$ cat src/rtl/sap_pkg.sv
// Shared definitions for the SAP-style 8-bit computer: opcodes, T-state
// indices and the control word that the sequencer hands to the datapath.
package sap_pkg;

    localparam int NUM_T_STATES = 6;

    // Bit index of each T-state inside the one-hot ring
    localparam int T1 = 0;
    localparam int T2 = 1;
    localparam int T3 = 2;
    localparam int T4 = 3;
    localparam int T5 = 4;
    localparam int T6 = 5;

    localparam logic [3:0] OP_LDA = 4'h0;
    localparam logic [3:0] OP_ADD = 4'h1;
    localparam logic [3:0] OP_SUB = 4'h2;
    localparam logic [3:0] OP_JMP = 4'h3;
    localparam logic [3:0] OP_JZ  = 4'h4;
    localparam logic [3:0] OP_OUT = 4'hE;
    localparam logic [3:0] OP_HLT = 4'hF;

    typedef enum logic {
        ST_RUN  = 1'b0,
        ST_HALT = 1'b1
    } seq_state_t;

    typedef struct packed {
        logic pc_inc;
        logic pc_out;
        logic jump;
        logic mar_in;
        logic ram_out;
        logic ir_in;
        logic ir_out;
        logic a_in;
        logic a_out;
        logic b_in;
        logic sum_out;
        logic sub;
        logic out_in;
        logic halted;
    } ctrl_word_t;

endpackage

$ cat src/rtl/control_sequencer_if.sv
// Control bundle between the sequencer (master) and the datapath (slave):
// opcode and zero flag flow in, T-state and strobes flow out.
interface control_sequencer_if;

    logic [3:0]                         opcode;
    logic                               zero_flag;
    logic [sap_pkg::NUM_T_STATES-1:0]   t_state;
    logic                               pc_inc;
    logic                               pc_out;
    logic                               jump;
    logic                               mar_in;
    logic                               ram_out;
    logic                               ir_in;
    logic                               ir_out;
    logic                               a_in;
    logic                               a_out;
    logic                               b_in;
    logic                               sum_out;
    logic                               sub;
    logic                               out_in;
    logic                               halted;

    modport master (
        input  opcode, zero_flag,
        output t_state, pc_inc, pc_out, jump, mar_in, ram_out, ir_in, ir_out,
               a_in, a_out, b_in, sum_out, sub, out_in, halted
    );

    modport slave (
        output opcode, zero_flag,
        input  t_state, pc_inc, pc_out, jump, mar_in, ram_out, ir_in, ir_out,
               a_in, a_out, b_in, sum_out, sub, out_in, halted
    );

endinterface

$ cat src/rtl/ring_counter.sv
// One-hot T-state ring: reset loads T1, hold empties the ring so it reads
// all-zero and stays that way until the next reset.
module ring_counter #(
    parameter int WIDTH = 6
) (
    input  logic             clock,
    input  logic             reset,
    input  logic             hold,
    output logic [WIDTH-1:0] ring
);

    logic [WIDTH-1:0] r_ring;
    logic [WIDTH-1:0] w_shift;

    assign w_shift[0] = r_ring[WIDTH-1];

    genvar gi;
    generate
        for (gi = 1; gi < WIDTH; gi++) begin : g_shift
            assign w_shift[gi] = r_ring[gi-1];
        end
    endgenerate

    always_ff @(posedge clock) begin
        if (reset) begin
            r_ring <= {{(WIDTH-1){1'b0}}, 1'b1};
        end else if (hold) begin
            r_ring <= '0;
        end else begin
            r_ring <= w_shift;
        end
    end

    assign ring = r_ring;

endmodule

$ cat src/rtl/control_sequencer.sv
// SAP instruction sequencer: six-state T ring plus a RUN/HALT FSM, with the
// control word decoded combinationally from registered state and opcode.
module control_sequencer
    import sap_pkg::*;
#(
    parameter int T_STATES = 6
) (
    input  logic                 clock,
    input  logic                 reset,
    control_sequencer_if.master  bus
);

    seq_state_t          r_state;
    seq_state_t          w_state_next;
    logic [T_STATES-1:0] w_ring;
    logic                w_hold;
    ctrl_word_t          w_ctrl;

    // Emptying the ring on the HLT edge makes t_state read zero from then on
    assign w_hold = (w_state_next == ST_HALT);

    ring_counter #(
        .WIDTH (T_STATES)
    ) u_ring (
        .clock (clock),
        .reset (reset),
        .hold  (w_hold),
        .ring  (w_ring)
    );

    always_ff @(posedge clock) begin
        if (reset) begin
            r_state <= ST_RUN;
        end else begin
            r_state <= w_state_next;
        end
    end

    always_comb begin
        w_state_next = r_state;
        w_ctrl       = '0;
        if (!reset) begin
            case (r_state)
                ST_RUN: begin
                    if (w_ring[T1]) begin
                        w_ctrl.pc_out = 1'b1;
                        w_ctrl.mar_in = 1'b1;
                    end else if (w_ring[T2]) begin
                        w_ctrl.pc_inc = 1'b1;
                    end else if (w_ring[T3]) begin
                        w_ctrl.ram_out = 1'b1;
                        w_ctrl.ir_in   = 1'b1;
                    end else if (w_ring[T4]) begin
                        case (bus.opcode)
                            OP_LDA, OP_ADD, OP_SUB: begin
                                w_ctrl.ir_out = 1'b1;
                                w_ctrl.mar_in = 1'b1;
                            end
                            OP_JMP: begin
                                w_ctrl.ir_out = 1'b1;
                                w_ctrl.jump   = 1'b1;
                            end
                            OP_JZ: begin
                                w_ctrl.ir_out = 1'b1;
                                w_ctrl.jump   = bus.zero_flag;
                            end
                            OP_OUT: begin
                                w_ctrl.a_out  = 1'b1;
                                w_ctrl.out_in = 1'b1;
                            end
                            OP_HLT: begin
                                w_ctrl.halted = 1'b1;
                                w_state_next  = ST_HALT;
                            end
                            default: ;
                        endcase
                    end else if (w_ring[T5]) begin
                        case (bus.opcode)
                            OP_LDA: begin
                                w_ctrl.ram_out = 1'b1;
                                w_ctrl.a_in    = 1'b1;
                            end
                            OP_ADD, OP_SUB: begin
                                w_ctrl.ram_out = 1'b1;
                                w_ctrl.b_in    = 1'b1;
                            end
                            default: ;
                        endcase
                    end else if (w_ring[T6]) begin
                        case (bus.opcode)
                            OP_ADD: begin
                                w_ctrl.sum_out = 1'b1;
                                w_ctrl.a_in    = 1'b1;
                            end
                            OP_SUB: begin
                                w_ctrl.sum_out = 1'b1;
                                w_ctrl.a_in    = 1'b1;
                                w_ctrl.sub     = 1'b1;
                            end
                            default: ;
                        endcase
                    end
                end
                ST_HALT: begin
                    w_ctrl.halted = 1'b1;
                end
                default: ;
            endcase
        end
    end

    // Reset forces a quiet bus even if the ring still holds a stale state
    assign bus.t_state = reset ? '0 : w_ring;
    assign bus.pc_inc  = w_ctrl.pc_inc;
    assign bus.pc_out  = w_ctrl.pc_out;
    assign bus.jump    = w_ctrl.jump;
    assign bus.mar_in  = w_ctrl.mar_in;
    assign bus.ram_out = w_ctrl.ram_out;
    assign bus.ir_in   = w_ctrl.ir_in;
    assign bus.ir_out  = w_ctrl.ir_out;
    assign bus.a_in    = w_ctrl.a_in;
    assign bus.a_out   = w_ctrl.a_out;
    assign bus.b_in    = w_ctrl.b_in;
    assign bus.sum_out = w_ctrl.sum_out;
    assign bus.sub     = w_ctrl.sub;
    assign bus.out_in  = w_ctrl.out_in;
    assign bus.halted  = w_ctrl.halted;

endmodule

$ cat src/flat_wrapper.sv
// flat-port wrapper written by rule: the top's interface ports become plain ports
module control_sequencer_flat import sap_pkg::*;
#(
    parameter int T_STATES = 6
)
  (clock, reset, bus_opcode, bus_zero_flag, bus_t_state, bus_pc_inc, bus_pc_out, bus_jump, bus_mar_in, bus_ram_out, bus_ir_in, bus_ir_out, bus_a_in, bus_a_out, bus_b_in, bus_sum_out, bus_sub, bus_out_in, bus_halted);
  control_sequencer_if bus_i ();
  input  logic clock;
  input  logic reset;
  input wire logic [$bits(bus_i.opcode)-1:0] bus_opcode;
  input wire logic [$bits(bus_i.zero_flag)-1:0] bus_zero_flag;
  output wire logic [$bits(bus_i.t_state)-1:0] bus_t_state;
  output wire logic [$bits(bus_i.pc_inc)-1:0] bus_pc_inc;
  output wire logic [$bits(bus_i.pc_out)-1:0] bus_pc_out;
  output wire logic [$bits(bus_i.jump)-1:0] bus_jump;
  output wire logic [$bits(bus_i.mar_in)-1:0] bus_mar_in;
  output wire logic [$bits(bus_i.ram_out)-1:0] bus_ram_out;
  output wire logic [$bits(bus_i.ir_in)-1:0] bus_ir_in;
  output wire logic [$bits(bus_i.ir_out)-1:0] bus_ir_out;
  output wire logic [$bits(bus_i.a_in)-1:0] bus_a_in;
  output wire logic [$bits(bus_i.a_out)-1:0] bus_a_out;
  output wire logic [$bits(bus_i.b_in)-1:0] bus_b_in;
  output wire logic [$bits(bus_i.sum_out)-1:0] bus_sum_out;
  output wire logic [$bits(bus_i.sub)-1:0] bus_sub;
  output wire logic [$bits(bus_i.out_in)-1:0] bus_out_in;
  output wire logic [$bits(bus_i.halted)-1:0] bus_halted;
  assign bus_i.opcode = bus_opcode;
  assign bus_i.zero_flag = bus_zero_flag;
  assign bus_t_state = bus_i.t_state;
  assign bus_pc_inc = bus_i.pc_inc;
  assign bus_pc_out = bus_i.pc_out;
  assign bus_jump = bus_i.jump;
  assign bus_mar_in = bus_i.mar_in;
  assign bus_ram_out = bus_i.ram_out;
  assign bus_ir_in = bus_i.ir_in;
  assign bus_ir_out = bus_i.ir_out;
  assign bus_a_in = bus_i.a_in;
  assign bus_a_out = bus_i.a_out;
  assign bus_b_in = bus_i.b_in;
  assign bus_sum_out = bus_i.sum_out;
  assign bus_sub = bus_i.sub;
  assign bus_out_in = bus_i.out_in;
  assign bus_halted = bus_i.halted;
  control_sequencer #(.T_STATES(T_STATES)) u_core (.clock(clock), .reset(reset), .bus(bus_i));
endmodule
$ cat config.mk
export PLATFORM = sky130hd
export DESIGN_NAME = control_sequencer_flat
export DESIGN_NICKNAME = d
export VERILOG_FILES = /design/src/rtl/sap_pkg.sv /design/src/rtl/control_sequencer_if.sv /design/src/rtl/ring_counter.sv /design/src/rtl/control_sequencer.sv /design/src/flat_wrapper.sv
export SDC_FILE = /design/constraint.sdc
export NUM_CORES = 1
export LEC_CHECK = 0
export BUFFER_PORTS_ARGS = -buffer_cell sky130_fd_sc_hd__clkbuf_2
export CAP_MARGIN = 20
export CORE_MARGIN = 2
export CORE_UTILIZATION = 36
export DETAILED_ROUTE_END_ITERATION = 12
export PLACE_DENSITY = 0.74
export SLEW_MARGIN = 10
export SYNTH_ARGS = -nofsm -noshare
export SYNTH_HDL_FRONTEND = slang
export SYNTH_SLANG_ARGS = --single-unit
$ cat constraint.sdc
create_clock -name clock -period 1.6 [get_ports clock]
set_input_delay 0.4 -clock clock [delete_from_list [all_inputs] [get_ports clock]]
set_output_delay 0.4 -clock clock [all_outputs]
set_load 0.02 [all_outputs]
; Yosys cells after proc, flatten, opt, wreduce, memory -nomap -nowiden
; Cells that the tools add are included.
[totals]
regBits = 7
latchBits = 0
ram_bits = 0
mem_bits_ro = 0
input_bits = 7
out_inout_bits = 20
word_cells = 58
memories = 0
[op_classes]
add_sub_neg = 0
multipliers = 0
div = 0
order_cmp = 0
eq_ne = 6
n_shift = 0
mux = 43
n_bitwise = 1
n_reduce_logical = 5
[op_table]
columns = op, n
row1 = $mux W1, 29
row2 = $mux W14, 1
row3 = $mux W13, 1
row4 = $mux W12, 1
row5 = $mux W10, 1
row6 = $mux W2, 5
row7 = $eq A4 B2 Y1 const B, 2
row8 = $eq A4 B4 Y1 const B, 2
row9 = $mux W8, 1
row10 = $mux W6, 1
row11 = $reduce_or A5 Y1, 1
row12 = $eq A4 B1 Y1 const B, 1
row13 = $eq A4 B3 Y1 const B, 1
row14 = $logic_not A4 Y1, 1
row15 = $pmux W1 S2, 2
row16 = $reduce_or A2 Y1, 2
row17 = $mux W3, 1
row18 = $reduce_or A3 Y1, 1
row19 = $not A1 Y1, 1

; Longest topological paths before layout
; Gate-level depths: netlist (run 1).
[depth]
ltp_word = 11
mapped_depth = 4
mapped_depth_nobuf = 3

; By module
; From an unflattened synthesis (run 1), not the netlist that was laid out.
[hier_totals]
cells_unflattened = 61
hier_area_um2 = 509.2
[modules_own_cells]
columns = mod, n_inst, cells_each, area_each_um2, seq_area_each_um2
row1 = control_sequencer, 1, 47, 340.3, 20.0
row2 = ring_counter, 1, 14, 168.9, 120.1

; Least setup slack after synthesis (run 1)
; Ideal clock, no wire load.
[synth_path]
path_type = input-to-output
startpoint = input port bus_opcode[3]
endpoint = output port bus_ram_out
arrival_time_ns = 1.341
required_time_ns = 1.200
slack_ns = -0.141
path_stages = 4
path_buffers = 1
cell_sequence = buf_2 -> nor3_1 -> a31oi_1 -> nor3b_1
[synth_between]
elab_chain_cells = 10
elab_cells_between_ends = 12
cone_classes = eq/ne (2) / mux (8) / reduce/logical (2)
[synth_rtl]
columns = element, line_no
row1 = start: declaration, flat_wrapper.sv:10  ; input wire logic [$bits(bus_i.opcode)-1:0] bus_opcode;
row2 = $eq A4 B1 Y1 (tied with other cells), control_sequencer.sv:78  ; case (bus.opcode)
row3 = $reduce_or A3 Y1 (no source line) (*), -
row4 = $mux W1 (*), control_sequencer.sv:78
row5 = $mux W1 (*), control_sequencer.sv:77  ; end else if (w_ring[T5]) begin
row6 = $mux W1 (*), control_sequencer.sv:53  ; end else if (w_ring[T4]) begin
row7 = $mux W1 (*), control_sequencer.sv:50  ; end else if (w_ring[T3]) begin
row8 = $mux W12 (*), control_sequencer.sv:48  ; end else if (w_ring[T2]) begin
row9 = $mux W10 (*), control_sequencer.sv:45  ; if (w_ring[T1]) begin
row10 = $mux W13 (*), control_sequencer.sv:43  ; case (r_state)
row11 = $mux W14 (*), control_sequencer.sv:42  ; if (!reset) begin
row12 = end: declaration, flat_wrapper.sv:17  ; output wire logic [$bits(bus_i.ram_out)-1:0] bus_ram_out;
; Mark *: on every way between the ends. The rest lies on a longest branch, timed or not.

; Worst setup path after layout (run 1)
[layout_path]
startpoint = register u_core.u_ring.r_ring[0], in the netlist u_core.u_ring.ring[0]
endpoint = output port bus_a_out
[layout_between]
elab_chain_cells = 3
[layout_rtl]
columns = element, line_no
row1 = start: declaration, ring_counter.sv:12  ; logic [WIDTH-1:0] r_ring;
row2 = start signal: assignment, ring_counter.sv:26  ; r_ring <= {{(WIDTH-1){1'b0}}, 1'b1};
row3 = start signal: assignment, ring_counter.sv:30  ; r_ring <= w_shift;
row4 = $mux W10, control_sequencer.sv:45
row5 = $mux W13, control_sequencer.sv:43
row6 = $mux W14, control_sequencer.sv:42
row7 = end: declaration, flat_wrapper.sv:21  ; output wire logic [$bits(bus_i.a_out)-1:0] bus_a_out;
; No other way between the ends.

==> insert_results.sql, run 1 <==
INSERT INTO impl_metrics (metric_group, metric, value, unit) VALUES
('sta', 'finalMaxSlewViolations', '0', ''),
('global_routing', 'globalRouteTotalUtil', '24.23', '%'),
('detailed_routing', 'average_via_count_per_standard_cell', '5.279', ''),
('critical_path', 'crit_arrival', '1450', 'ps'),
('final_layout', 'filler_cell_count', '87', ''),
('final_layout', 'total_nets_final', '115', ''),
('clocking', 'htreeDepth', '1', ''),
('clocking', 'hold_buffers', '0', ''),
('critical_path', 'critical_path.slowest_cell', 'sky130_fd_sc_hd__dfxtp_4', ''),
('detailed_routing', 'route.vias.total', '644', ''),
('detailed_routing', 'drt_iter0_markers', '3', ''),
('synth', 'netlist_area', '479.2', 'µm²'),
('die', 'die-height', '40.49', 'µm'),
('power', 'design_power_total', '0.4823', 'mW'),
('sta', 'max_freq', '0.5417', 'GHz'),
('die', 'floorplan.initialDensity', '37.77', '%'),
('detailed_routing', 'final_antenna_net_count', '0', ''),
('synth', 'synthesis.area_per_instance', '7.987', 'µm²'),
('synth', 'synthesis.nets', '67', ''),
('die', 'coreArea', '1269', 'µm²'),
('synth', 'most_common_flop_cell_mapped_by_yosys', 'sky130_fd_sc_hd__dfxtp_1', ''),
('critical_path', 'cp_cell_sequence', 'nor4b_4 > nand2_2 > nor2_2 > clkbuf_4', ''),
('global_routing', 'grt.overflow.total', '0', ''),
('final_layout', 'layout_area_growth_over_synthesis', '114.1', '%'),
('synth', 'synth_edf_count', '0', ''),
('sta', 'post-route-worst-setup-slack', '-246.0', 'ps'),
('critical_path', 'worstSetupStartpointType', 'flip-flop', ''),
('final_layout', 'final_common_cell', 'sky130_fd_sc_hd__buf_4', ''),
('sta', 'relSlewSlack', '80.02', '%'),
('placement', 'numPortBuffers', '26', ''),
('detailed_routing', 'detail_route.wl_per_cell', '15.33', 'µm'),
('synth', 'syn-instance-count', '60', ''),
('status', 'failed_checks', 'negative setup slack', ''),
('flow_run', 'drv_cap', '0', ''),
('status', 'run_status', 'finished, violations left', ''),
('detailed_routing', 'drc', '0', ''),
('sta', 'skew_final', '1.496', 'ps'),
('final_layout', 'layout_common_cells', '21 x sky130_fd_sc_hd__buf_4, 13 x sky130_fd_sc_hd__clkbuf_2, 6 x sky130_fd_sc_hd__buf_6', ''),
('die', 'floorplan.rows', '13', ''),
('sta', 'timing.setup.tns', '-2095', 'ps'),
('global_routing', 'antenna_found_initial', '0', ''),
('final_layout', 'drive_gt1_share', '73.83', '%'),
('sta', 'rsz0062_at_grt', 'true', ''),
('sta', 'tightest_slew', '298.4', 'ps'),
('critical_path', 'path_class', 'reg2out', ''),
('synth', 'ffs_latches_synth', '7', ''),
('clocking', 'number_of_sinks_on_the_clock_net', '7', ''),
('sta', 'timing.final.crit_share', '115.4', '%'),
('synth', 'async_flop_share', '0', '%'),
('critical_path', 'critPathMaxStageDelay', '360', 'ps'),
('critical_path', 'type_of_element_capturing_the_critical_path', 'output port', ''),
('clocking', 'clock_tree.buffer_depth', '2', ''),
('power', 'powerDensity', '470.1', 'nW/µm²'),
('clocking', 'cts-buffers-inserted', '3', ''),
('placement', 'detailedPlacementHpwl', '1.091', 'mm'),
('die', 'die_area', '1639', 'µm²'),
('clocking', 'cts_tree', 'built', ''),
('die', 'floorplan.io_pins', '27', ''),
('clocking', 'clkSlewWorstSetupHoldPaths', '50', 'ps'),
('power', 'irDropWorstVdd', '317.8', 'µV'),
('global_routing', 'first_global_vias', '600', ''),
('placement', 'gp_congestion', '0.7607', ''),
('detailed_routing', 'routed_wl', '1.870', 'mm'),
('hold_path', 'hp-class', 'reg2reg', ''),
('sta', 'report.final.hold_viol_count', '0', ''),
('die', 'die-width', '40.49', 'µm'),
('synth', 'yosys_warnings', '0', ''),
('clocking', 'clock-root-buffer', 'sky130_fd_sc_hd__clkbuf_4', ''),
('synth', 'number_of_distinct_standard_cells_referenced_by_the_synthesized_netlist', '25', ''),
('sta', 'post-route-min-period', '1846', 'ps'),
('global_routing', 'grt_max_degree', '9', ''),
('detailed_routing', 'pre_antenna_drt_iters', '4', ''),
('sta', 'final_number_of_setup_violating_endpoints', '12', ''),
('power', 'leakage', '0.4294', 'nW'),
('clocking', 'clk_latency', '250', 'ps'),
('synth', 'share_of_the_yosys_chip_area_belonging_to_registers', '29.24', '%'),
('final_layout', 'diodes', '0', ''),
('global_routing', 'grt_pass1_wl', '2.497', 'mm'),
('critical_path', 'worstPathMaxFanout', '4', ''),
('critical_path', 'required', '1200', 'ps'),
('placement', 'place_worst_setup_slack', '-176.5', 'ps');
metrics by stage:
step / cell area (µm²) / util (%) / hold slack, ps / instances
5_1_grt: 1026 / 80.87 / 518.7 / 122
4_1_cts: 948.4 / 74.75 / 485.9 / 120
3_3_place_gp: 745.7 / 58.78 / 472.5 / 113
6_report: 1026 / 80.87 / 504.7 / 122
2_1_floorplan: 504.2 / - / 432.8 / 60
3_5_place_dp: 745.7 / 58.78 / 474.5 / 113
report_power, final:
part | internal, mW | total, mW | switching (mW) | leakage (nW)
Clock | 0.0949 | 0.157 | 0.0619 | 0.0150
Combinational | 0.0688 | 0.138 | 0.0695 | 0.354
Sequential | 0.176 | 0.187 | 0.0109 | 0.0602
Total | 0.340 | 0.482 | 0.142 | 0.429
routing by layer:
metal	part of all wire (%)	GRT usage (%)	vias up
li1	-	-	309
met1	35	22.11	305
met2	59	48.41	24
met3	3.5	3.333	6
met4	2.6	15.00	0
met5	0	0	-
worst max-delay path: cells and delay by family, from the launching register on:
kind,cells,cell delay [ps]
flip-flops,1,360
AND/OR/NAND/NOR,3,650
buffers and inverters,1,180
final timing paths:
check / startpoint / end / slack, ps / cells past startpoint
worst max-delay path: u_core.u_ring.ring[0] / bus_a_out / -250 / 4
worst min-delay path: u_core.u_ring.ring[5] / u_core.u_ring.ring[0] / 500 / 1
worst max register to register: u_core.u_ring.ring[0] / u_core.u_ring.ring[0] / 150 / 5
worst min register to register: u_core.u_ring.ring[5] / u_core.u_ring.ring[0] / 500 / 1
final cells by class:
type,instances,area (µm²),share of cell area (%)
Multi-Input combinational cell,48,439.2,42.81
Timing Repair Buffer,47,379.1,36.95
Sequential cell,7,156.4,15.24
Clock buffer,4,26.28,2.561
Tap cell,15,18.77,1.829
Inverter,1,6.256,0.6098
sequential cells by signal (all words and copies together), names as in the netlist:
signal,cells
u_core.r_state,1
u_core.u_ring.ring,6
cells in the mapped netlist, types with 2 or more instances:
library cell,instances,area [µm²]
sky130_fd_sc_hd__dfxtp_1,7,140.1
sky130_fd_sc_hd__and2_1,6,37.54
sky130_fd_sc_hd__nand2_1,6,22.52
sky130_fd_sc_hd__nor2_1,6,22.52
sky130_fd_sc_hd__nor2b_1,6,37.54
sky130_fd_sc_hd__nor3_1,6,30.03
sky130_fd_sc_hd__a41oi_1,3,26.28
sky130_fd_sc_hd__buf_2,2,10.01
sky130_fd_sc_hd__nor3b_1,2,15.01
logic make-up (layout without fill, tap and decap cells):
logic type | count (synthesis) | in the layout | share of synthesized area (%)
AND/OR/NAND/NOR | 39 | 39 | 50.92
buffers and inverters | 5 | 52 | 5.221
XOR/XNOR | 1 | 1 | 1.828
AO/OA/AOI/OAI | 8 | 8 | 12.80
flip-flops | 7 | 7 | 29.24
what timing repair did:
action	CTS	global route
gates resized for setup	42	22
pin swaps	14	10
setup buffers	3	2
endpoints found under the setup margin	13	14
gates cloned	0	0
Note: power is estimated with default switching activity, not from simulation.
==> inputs of run 2 (changes only) <==
--- a/config.mk
+++ b/config.mk
@@ -7,7 +7,7 @@
 export LEC_CHECK = 0
 export BUFFER_PORTS_ARGS = -buffer_cell sky130_fd_sc_hd__clkbuf_2
 export CAP_MARGIN = 20
-export CORE_MARGIN = 2
+export CORE_MARGIN = 4
 export CORE_UTILIZATION = 36
 export DETAILED_ROUTE_END_ITERATION = 12
 export PLACE_DENSITY = 0.74
==> insert_results.sql, run 2 (synthesis results as in run 1) <==
INSERT INTO impl_metrics (metric_group, metric, value, unit) VALUES
('detailed_routing', 'detail_route.wl_per_cell', '18.38', 'µm'),
('global_routing', 'grt.overflow.total', '0', ''),
('final_layout', 'layoutNonFillerInstCount', '127', ''),
('power', 'design_power_total', '0.5302', 'mW'),
('critical_path', 'rrSetupSlack', '250', 'ps'),
('sta', 'final_number_of_setup_violating_endpoints', '14', ''),
('clocking', 'clock-root-buffer', 'sky130_fd_sc_hd__clkbuf_4', ''),
('detailed_routing', 'average_via_count_per_standard_cell', '5.528', ''),
('placement', 'gp_congestion', '0.8616', ''),
('critical_path', 'timing.rr.end', 'u_core.u_ring.ring[0]', ''),
('final_layout', 'post-route-util', '94.41', '%'),
('global_routing', 'first_global_vias', '671', ''),
('critical_path', 'path_class', 'reg2out', ''),
('final_layout', 'final_common_cell', 'sky130_fd_sc_hd__buf_4', ''),
('final_layout', 'drive_gt1_share', '76.11', '%'),
('die', 'floorplan.initialDensity', '40.40', '%'),
('detailed_routing', 'drc', '0', ''),
('sta', 'skew_final', '6.969', 'ps'),
('critical_path', 'worstPathMaxFanout', '3', ''),
('die', 'die_area', '1979', 'µm²'),
('detailed_routing', 'pre_antenna_drt_iters', '4', ''),
('critical_path', 'worst_r2r_path_depth', '4', ''),
('final_layout', 'layout_area_growth_over_synthesis', '133.7', '%'),
('clocking', 'clk_latency', '260', 'ps'),
('global_routing', 'grt_max_degree', '9', ''),
('sta', 'rsz0062_at_grt', 'true', ''),
('detailed_routing', 'drt_iter0_markers', '21', ''),
('final_layout', 'regArea', '158.9', 'µm²'),
('global_routing', 'antenna_found_initial', '0', ''),
('global_routing', 'met1_usage', '26.08', '%'),
('placement', 'detailedPlacementHpwl', '1.210', 'mm'),
('status', 'failed_checks', 'negative setup slack', ''),
('die', 'coreArea', '1186', 'µm²'),
('power', 'powerDensity', '473.5', 'nW/µm²'),
('critical_path', 'worstSetupStartpointType', 'flip-flop', ''),
('sta', 'report.final.hold_viol_count', '0', ''),
('clocking', 'htreeDepth', '1', ''),
('global_routing', 'globalRouteTotalUtil', '22.41', '%'),
('clocking', 'hold_buffers', '0', ''),
('clocking', 'number_of_sinks_on_the_clock_net', '7', ''),
('clocking', 'cts_tree', 'built', ''),
('die', 'die-height', '44.49', 'µm'),
('placement', 'place_inst', '115', ''),
('critical_path', 'required', '1200', 'ps'),
('critical_path', 'regToRegStartpoint', 'u_core.u_ring.ring[1]', ''),
('power', 'portion_of_total_power_attributed_to_sequential_cells', '35.1', '%'),
('sta', 'finalMaxSlewViolations', '0', ''),
('final_layout', 'largest_register_ffs', '6', ''),
('power', 'internal-power', '0.3614', 'mW'),
('final_layout', 'diodes', '0', ''),
('detailed_routing', 'final_antenna_net_count', '0', ''),
('final_layout', 'filler_cell_count', '34', ''),
('global_routing', 'gr-max-usage-layer', 'met2', ''),
('sta', 'post-route-worst-setup-slack', '-313.9', 'ps'),
('global_routing', 'globalRouteMet3Util', '4.472', '%'),
('hold_path', 'timing.hold.worst.start', 'u_core.u_ring.ring[5]', ''),
('detailed_routing', 'route.vias.total', '702', ''),
('sta', 'tightest_slew', '308.1', 'ps'),
('detailed_routing', 'routed_wl', '2.334', 'mm'),
('sta', 'max_freq', '0.5225', 'GHz'),
('hold_path', 'holdPathStages', '1', ''),
('power', 'combinationalPowerShare', '32.2', '%'),
('power', 'power.switching', '0.1688', 'mW'),
('clocking', 'clkSlewWorstSetupHoldPaths', '60', 'ps'),
('critical_path', 'crit_arrival', '1510', 'ps'),
('hold_path', 'hold_critical_path_endpoint', 'u_core.u_ring.ring[0]', ''),
('final_layout', 'layout_common_cells', '23 x sky130_fd_sc_hd__buf_4, 10 x sky130_fd_sc_hd__clkbuf_2, 10 x sky130_fd_sc_hd__buf_6', ''),
('clocking', 'cts-buffers-inserted', '3', ''),
('power', 'power.share.clock', '32.7', '%'),
('sta', 'post-route-min-period', '1914', 'ps'),
('flow_run', 'drv_cap', '0', ''),
('global_routing', 'grt_pass1_wl', '3.222', 'mm'),
('global_routing', 'grt_use_met2', '38.97', '%'),
('die', 'floorplan.rows', '12', ''),
('critical_path', 'type_of_element_capturing_the_critical_path', 'output port', ''),
('die', 'floorplan.io_pins', '27', ''),
('clocking', 'clock_tree.buffer_depth', '2', ''),
('final_layout', 'multiInputGateArea', '450.4', 'µm²'),
('sta', 'relSlewSlack', '79.37', '%'),
('die', 'die-width', '44.49', 'µm'),
('final_layout', 'total_nets_final', '121', ''),
('status', 'run_status', 'finished, violations left', ''),
('power', 'irDropWorstVdd', '496.3', 'µV'),
('power', 'power.switching_fraction', '31.83', '%'),
('hold_path', 'hp-class', 'reg2reg', ''),
('placement', 'numPortBuffers', '26', ''),
('sta', 'timing.final.crit_share', '119.6', '%'),
('power', 'leakage', '0.4767', 'nW'),
('placement', 'place_worst_setup_slack', '-150.4', 'ps'),
('sta', 'timing.setup.tns', '-3056', 'ps');
==> run 2: worst max-delay path by stage <==
stage	from	to	depth (start not counted)
floorplan	bus_opcode[1]	bus_jump	3
global placement	bus_opcode[2]	bus_sub	5
detailed placement	bus_opcode[2]	bus_sub	5
CTS	u_core.u_ring.ring[2]	bus_halted	4
global route	u_core.u_ring.ring[1]	bus_a_out	4
finish	u_core.u_ring.ring[1]	bus_sub	5
==> run 2: repair_timing <==
item / CTS / global route
setup buffers: 3 / 5
endpoints found under the setup margin: 14 / 15
pin swaps: 15 / 11
resized for setup: 47 / 29
==> run 2: critical path: stages, from the launching register on <==
cell,delay [ps]
sky130_fd_sc_hd__dfxtp_4,370
sky130_fd_sc_hd__buf_12,130
sky130_fd_sc_hd__nor3_4,210
sky130_fd_sc_hd__nand2_2,100
sky130_fd_sc_hd__and4bb_2,330
sky130_fd_sc_hd__buf_8,120
==> run 2: final cells by class <==
class                   instances  area share, %
clock buffers                   4          2.346
repair buffers                 53          41.34
multi-input cells              48          40.22
inverters                       1         0.3352
flip-flops and latches          7          14.19
well taps                      14          1.564
==> run 2: stage by stage <==
stage / hold WS [ps] / instance area (µm²)
finish: 492.9 / 1120
global route: 539.6 / 1120
CTS: 496.5 / 997.2
detailed placement: 481.8 / 767.0
global placement: 467.7 / 767.0
floorplan: 432.8 / 504.2
==> run 2: metal layers <==
layer / vias up / part of all wire, %
li1: 321 / -
met1: 328 / 41
met2: 46 / 50
met3: 7 / 6.6
met4: 0 / 2.3
met5: - / 0
==> run 2: power by group through the flow <==
stage / clock (mW) / sequential [mW] / combinational [mW]
6_report: 0.173 / 0.186 / 0.171
3_3_place_gp: 0 / 0.191 / 0.106
4_1_cts: 0.161 / 0.188 / 0.135
2_1_floorplan: 0 / 0.191 / 0.0536
5_1_grt: 0.188 / 0.186 / 0.180
3_5_place_dp: 0 / 0.192 / 0.107
